<file path="config.mk">
export PLATFORM = sky130hd
export DESIGN_NAME = std_core_rfifo
export DESIGN_NICKNAME = d
export VERILOG_FILES = /design/src/rtl/std_core_rfifo_pkg.sv /design/src/rtl/std_core_rfifo_ram.sv /design/src/rtl/std_core_rfifo.sv
export SDC_FILE = /design/constraint.sdc
export NUM_CORES = 1
export LEC_CHECK = 0
export CAP_MARGIN = 20
export CORE_ASPECT_RATIO = 1.5
export CORE_MARGIN = 4
export CORE_UTILIZATION = 56
export DETAILED_ROUTE_END_ITERATION = 8
export PLACE_DENSITY_LB_ADDON = 0.3
export SYNTH_ARGS = -nofsm -noshare
export SYNTH_HDL_FRONTEND = slang
export SYNTH_SLANG_ARGS = --single-unit
</file>
<file path="constraint.sdc">
create_clock -name clk -period 5.95 [get_ports clk]
set_input_delay 1.19 -clock clk [delete_from_list [all_inputs] [get_ports clk]]
set_output_delay 1.19 -clock clk [all_outputs]
set_load 0.01 [all_outputs]
</file>
<file path="src/rtl/std_core_rfifo_pkg.sv">
// -----------------------------------------------------------------------------
// std_core_rfifo_pkg
//   Shared types for the ready/valid FIFO. This package holds the per-cycle
//   operation encoding that the pointer/count control decodes.
//   It has no ports; it only provides types.
// -----------------------------------------------------------------------------
package std_core_rfifo_pkg;

  // Per-edge FIFO operation, packed as {push, pop}
  typedef enum logic [1:0] {
    OP_NONE = 2'b00,
    OP_POP  = 2'b01,
    OP_PUSH = 2'b10,
    OP_BOTH = 2'b11
  } fifo_op_e;

endpackage : std_core_rfifo_pkg

</file>
<file path="src/rtl/std_core_rfifo_ram.sv">
// -----------------------------------------------------------------------------
// std_core_rfifo_ram
//   DEPTH x DW storage array with one write port and one read port.
//   Writes happen on the clock edge. Reads are combinational.
//   The array is not reset, because its contents are only observed through
//   valid pointers.
// Ports
//   clk    in  1   rising-edge clock
//   we     in  1   write enable
//   waddr  in  AW  write address
//   wdata  in  DW  write data
//   raddr  in  AW  read address
//   rdata  out DW  read data (asynchronous)
// -----------------------------------------------------------------------------
module std_core_rfifo_ram #(
  parameter int DW    = 16,
  parameter int DEPTH = 16,
  parameter int AW    = $clog2(DEPTH)
) (
  input  logic          clk,
  input  logic          we,
  input  logic [AW-1:0] waddr,
  input  logic [DW-1:0] wdata,
  input  logic [AW-1:0] raddr,
  output logic [DW-1:0] rdata
);

  logic [DW-1:0] mem_r [DEPTH];

  // Storage write port
  always_ff @(posedge clk) begin
    if (we) begin
      mem_r[waddr] <= wdata;
    end
  end

  assign rdata = mem_r[raddr];

endmodule : std_core_rfifo_ram

</file>
<file path="src/rtl/std_core_rfifo.sv">
// -----------------------------------------------------------------------------
// std_core_rfifo
//   Synchronous ready/valid FIFO with first-word-fall-through output.
//   The head entry is presented combinationally from storage.
//   All outputs are functions of registered state, except that p_rdy is also
//   gated by rst.
//   There is no bypass path: a word pushed at edge k becomes visible right
//   after edge k.
//   A full FIFO never accepts a push, even when a pop happens in the same
//   cycle.
// Ports
//   clk    in  1   rising-edge clock
//   rst    in  1   synchronous active-high reset
//   p      in  DW  producer data
//   p_val  in  1   producer valid
//   p_rdy  out 1   FIFO can accept (not full, not in reset)
//   c      out DW  head entry (zero when empty)
//   c_val  out 1   head entry valid
//   c_rdy  in  1   consumer ready
// -----------------------------------------------------------------------------
module std_core_rfifo
  import std_core_rfifo_pkg::*;
#(
  parameter int DW    = 16,
  parameter int DEPTH = 16
) (
  input  logic          clk,
  input  logic          rst,
  input  logic [DW-1:0] p,
  input  logic          p_val,
  output logic          p_rdy,
  output logic [DW-1:0] c,
  output logic          c_val,
  input  logic          c_rdy
);

  localparam int AW = $clog2(DEPTH);

  localparam logic [AW-1:0] PTR_ZERO = AW'(0);
  localparam logic [AW-1:0] PTR_ONE  = AW'(1);
  localparam logic [AW:0]   CNT_ZERO = (AW+1)'(0);
  localparam logic [AW:0]   CNT_ONE  = (AW+1)'(1);
  localparam logic [AW:0]   CNT_FULL = (AW+1)'(DEPTH);

  logic [AW-1:0] wr_ptr_q, wr_ptr_d;
  logic [AW-1:0] rd_ptr_q, rd_ptr_d;
  logic [AW:0]   cnt_q,    cnt_d;

  logic          push_s;
  logic          pop_s;
  logic [DW-1:0] rdata_s;
  fifo_op_e      op_s;

  assign p_rdy  = !rst && (cnt_q != CNT_FULL);
  assign c_val  = (cnt_q != CNT_ZERO);
  assign c      = c_val ? rdata_s : {DW{1'b0}};

  assign push_s = p_val && p_rdy;
  assign pop_s  = c_val && c_rdy;
  assign op_s   = fifo_op_e'({push_s, pop_s});

  std_core_rfifo_ram #(
    .DW    (DW),
    .DEPTH (DEPTH),
    .AW    (AW)
  ) u_ram (
    .clk   (clk),
    .we    (push_s),
    .waddr (wr_ptr_q),
    .wdata (p),
    .raddr (rd_ptr_q),
    .rdata (rdata_s)
  );

  // Next pointer/count values. Pointers wrap naturally at AW bits.
  always_comb begin
    wr_ptr_d = wr_ptr_q;
    rd_ptr_d = rd_ptr_q;
    cnt_d    = cnt_q;
    case (op_s)
      OP_PUSH: begin
        wr_ptr_d = wr_ptr_q + PTR_ONE;
        cnt_d    = cnt_q + CNT_ONE;
      end
      OP_POP: begin
        rd_ptr_d = rd_ptr_q + PTR_ONE;
        cnt_d    = cnt_q - CNT_ONE;
      end
      OP_BOTH: begin
        wr_ptr_d = wr_ptr_q + PTR_ONE;
        rd_ptr_d = rd_ptr_q + PTR_ONE;
      end
      OP_NONE: begin
        cnt_d    = cnt_q;
      end
      default: begin
        cnt_d    = cnt_q;
      end
    endcase
  end

  // Pointer/count state. Reset discards every stored entry.
  always_ff @(posedge clk) begin
    if (rst) begin
      wr_ptr_q <= PTR_ZERO;
      rd_ptr_q <= PTR_ZERO;
      cnt_q    <= CNT_ZERO;
    end else begin
      wr_ptr_q <= wr_ptr_d;
      rd_ptr_q <= rd_ptr_d;
      cnt_q    <= cnt_d;
    end
  end

endmodule : std_core_rfifo

</file>
==> run_results.csv <==
group,metric,value,unit
floorplan,die_width,121.3,um
logic_synthesis,postSynthAreaPerCell,20.59,um2
critical_path,cp.buffers_inverters,2,
status,status,"complete, no violations",
logic_synthesis,ys_warn_count,0,
global_routing,grt_overflow,0,
timing,hold_viol,0,
detailed_routing,avgRoutedWirePerCell,25.54,um
timing,rsz0062_at_grt,"no",
placement,place_congestion,0.7305,
clock_network,cts_resized,0,
logic_synthesis,syn_area,10790,um2
logic_synthesis,synthArstFlopShare,0,%
power_and_ir_drop,vdd_drop_max,314.2,uV
critical_path,critPathSlowestCell,"dfxtp_4",
floorplan,dieArea,21590,um2
logic_synthesis,synth_top_area_share,71.27,%
floorplan,core_area,18780,um2
clock_network,clockRootBuffer,"clkbuf_16",
layout,areaGrowthSynthToFinish,14.41,%
clock_network,clockBufferDepth,3,
run,cap_violations,0,
floorplan,rows,61,
logic_synthesis,synthCells,524,
power_and_ir_drop,seqPwrFrac,45.2,%
logic_synthesis,yosysTopAreaCell,"edfxtp_1",
critical_path,worst_ep_arrival_time,3.31,ns
global_routing,grt_max_degree,26,
logic_synthesis,yosysSeqAreaShare,74.42,%
layout,layout.cells.non_filler,850,
logic_synthesis,yosys-top-cells-area,"edfxtp_1 71%, mux4_2 13%, dfxtp_1 3.2%",
critical_path,crit_path_end_kind,"output pin",
timing,finalCriticalPeriod,4.501,ns
power_and_ir_drop,p_switching,1.371,mW
clock_network,cts-htree-levels,1,
placement,numPlacedInstances,803,
floorplan,start_util,57.45,%
detailed_routing,vias_per_cell,6.167,
global_routing,track_usage,20.90,%
power_and_ir_drop,powerDensity,410.1,nW/um2
logic_synthesis,ys_ff_latch,273,
critical_path,path_class,"reg -> out",
clock_network,clk_pin_slew,0.06,ns
placement,post-dp-hpwl,13.02,mm
clock_network,cts_tree,"built",
logic_synthesis,synth_nets,554,
detailed_routing,post-route-drc-count,0,
detailed_routing,dr.pass1.iters,7,
layout,num-fill-cells,1251,
clock_network,holdBufCountCts,0,
layout,nets,609,
global_routing,antenna_found_initial,0,
logic_synthesis,synth_flop_cell,"edfxtp_1",
detailed_routing,initialDrtViolationCount,616,
detailed_routing,vias,5242,
logic_synthesis,netlist_top_cells_count,"256 x edfxtp_1, 64 x mux4_2, 25 x nor2_1",
logic_synthesis,synth-edff-count,256,
clock_network,postCtsSetupRepairBufs,0,
worst_hold_path,holdCritPathClass,"reg -> reg",
global_routing,grt_pass1_wl,33.33,mm
power_and_ir_drop,sw_frac_of_total,27.09,%
clock_network,cts_buffers,25,
critical_path,crit_family,"buffers and inverters",
layout,antenna-diode-count,0,
timing,finalMaxSlewViolations,0,
clock_network,clock_latency,0.54,ns
power_and_ir_drop,power.total,5.060,mW
critical_path,path_cells,"buf_4 -> mux4_2 -> mux2_2 -> a221o_1 -> clkdlybuf4s50_1",
timing,worst_pin_slew,1.085,ns
power_and_ir_drop,cellLeakagePower,3.865,nW
timing,setup_viol,0,
global_routing,grt_pass1_vias,5585,
logic_synthesis,yosysMostFrequentCell,"edfxtp_1",
layout,drive_gt1_share,27.59,%
floorplan,io_pins,38,
layout,stdcell_area,12340,um2
placement,numPortBuffers,37,
detailed_routing,wirelength,21.71,mm
clock_network,cts_sinks,273,
logic_synthesis,yosysUniqueCellTypes,41,
placement,place_area,11520,um2
timing,period_share,75.65,%
power_and_ir_drop,p_int,3.690,mW
critical_path,critPathMaxFanout,22,
timing,fmax,222.2,MHz
detailed_routing,ant_nets,0,
floorplan,die_y,178.0,um
power_and_ir_drop,pwr-share-comb,24.0,%
power_and_ir_drop,pwr-share-clk,30.8,%
critical_path,critical_path.max_stage_delay,0.58,ns
timing,clock_skew,0.01417,ns
timing,max_slew_margin,27.60,%
critical_path,required,4.76,ns
critical_path,start_kind,"register",
timing,final.setup.tns,0,ns
==> tightest hold or removal path: stages (launching register included) <==
cell and delay (ns):
dfxtp_1 0.35, nand2_1 0.07, a21oi_1 0.05
==> cell type report <==
cell class,count,area [um2],area share [%]
Tap cell,252,315.3,2.555
Sequential cell,273,8033,65.09
Clock buffer,26,629.4,5.100
Clock inverter,20,175.2,1.419
Inverter,8,30.03,0.2433
Timing Repair Buffer,56,544.3,4.410
Multi-Input combinational cell,215,2614,21.18
==> sequential cells by signal (all words and copies together), names as in the netlist, named ones only <==
name and cells:
cnt_q 5, rd_ptr_q 4, u_ram.mem_r 256, wr_ptr_q 4
==> path summary, 6_finish.rpt <==
check | cells after the start | start | to | slack [ns]
max reg2reg | 10 | cnt_q[2] | cnt_q[4] | 2.75
max | 5 | register | c[7] | 1.45
min | 2 | wr_ptr_q[1] | wr_ptr_q[1] | 0.53
min reg2reg | 2 | wr_ptr_q[1] | wr_ptr_q[1] | 0.53
==> power groups by stage <==
| stage | Clock [mW] | Combinational (mW) | Sequential, mW |
|---|---|---|---|
| finish | 1.56 | 1.21 | 2.29 |
| CTS | 1.58 | 1.23 | 2.29 |
| floorplan | 0 | 0.883 | 2.23 |
| global placement | 0 | 1.19 | 2.32 |
| global route | 1.67 | 1.29 | 2.30 |
| detailed placement | 0 | 1.22 | 2.33 |
==> kinds of logic after synthesis <==
family / after synthesis / synth area share [%]
buf+inv: 36 / 1.786
flops: 273 / 74.42
mux: 83 / 15.32
simple gates: 73 / 3.596
fa+ha+maj: 10 / 1.160
compound gates: 40 / 2.981
xor+xnor: 9 / 0.7308
==> through the flow <==
stage	hold WS [ns]	utilization [%]	setup WS, ns
2_1_floorplan	0.4770	-	2.599
3_3_place_gp	0.4919	61.22	1.654
3_5_place_dp	0.5233	61.38	1.437
4_1_cts	0.5315	65.67	1.379
5_1_grt	0.5693	65.73	1.317
6_report	0.5256	65.73	1.449
==> cell usage in the layout (no fill, tap or decap), types with 3 or more instances in the layout <==
cell type / n
mux4_2: 64
clkinv_1: 4
nor2_2: 12
dfxtp_1: 15
o21ai_0: 5
nor2b_1: 14
clkdlybuf4s50_1: 37
clkinvlp_4: 3
inv_1: 8
edfxtp_1: 256
clkbuf_16: 25
nor2_1: 14
mux2_2: 17
and2_1: 5
nor3_2: 4
nand2_1: 8
xor2_1: 7
a21oi_1: 7
a221o_1: 16
clkinv_2: 8
buf_4: 15
nand2b_1: 4
ha_1: 10
==> metal layers <==
layer / track usage [%] / vias to the layer above / part of all wire [%]
met1: 27.27 / 2723 / 38
met2: 36.82 / 229 / 53
met3: 2.951 / 33 / 6.2
met4: 6.075 / 0 / 2.0
li1: - / 2257 / -
met5: 0 / - / 0
Power figures use the tool's default switching activity.
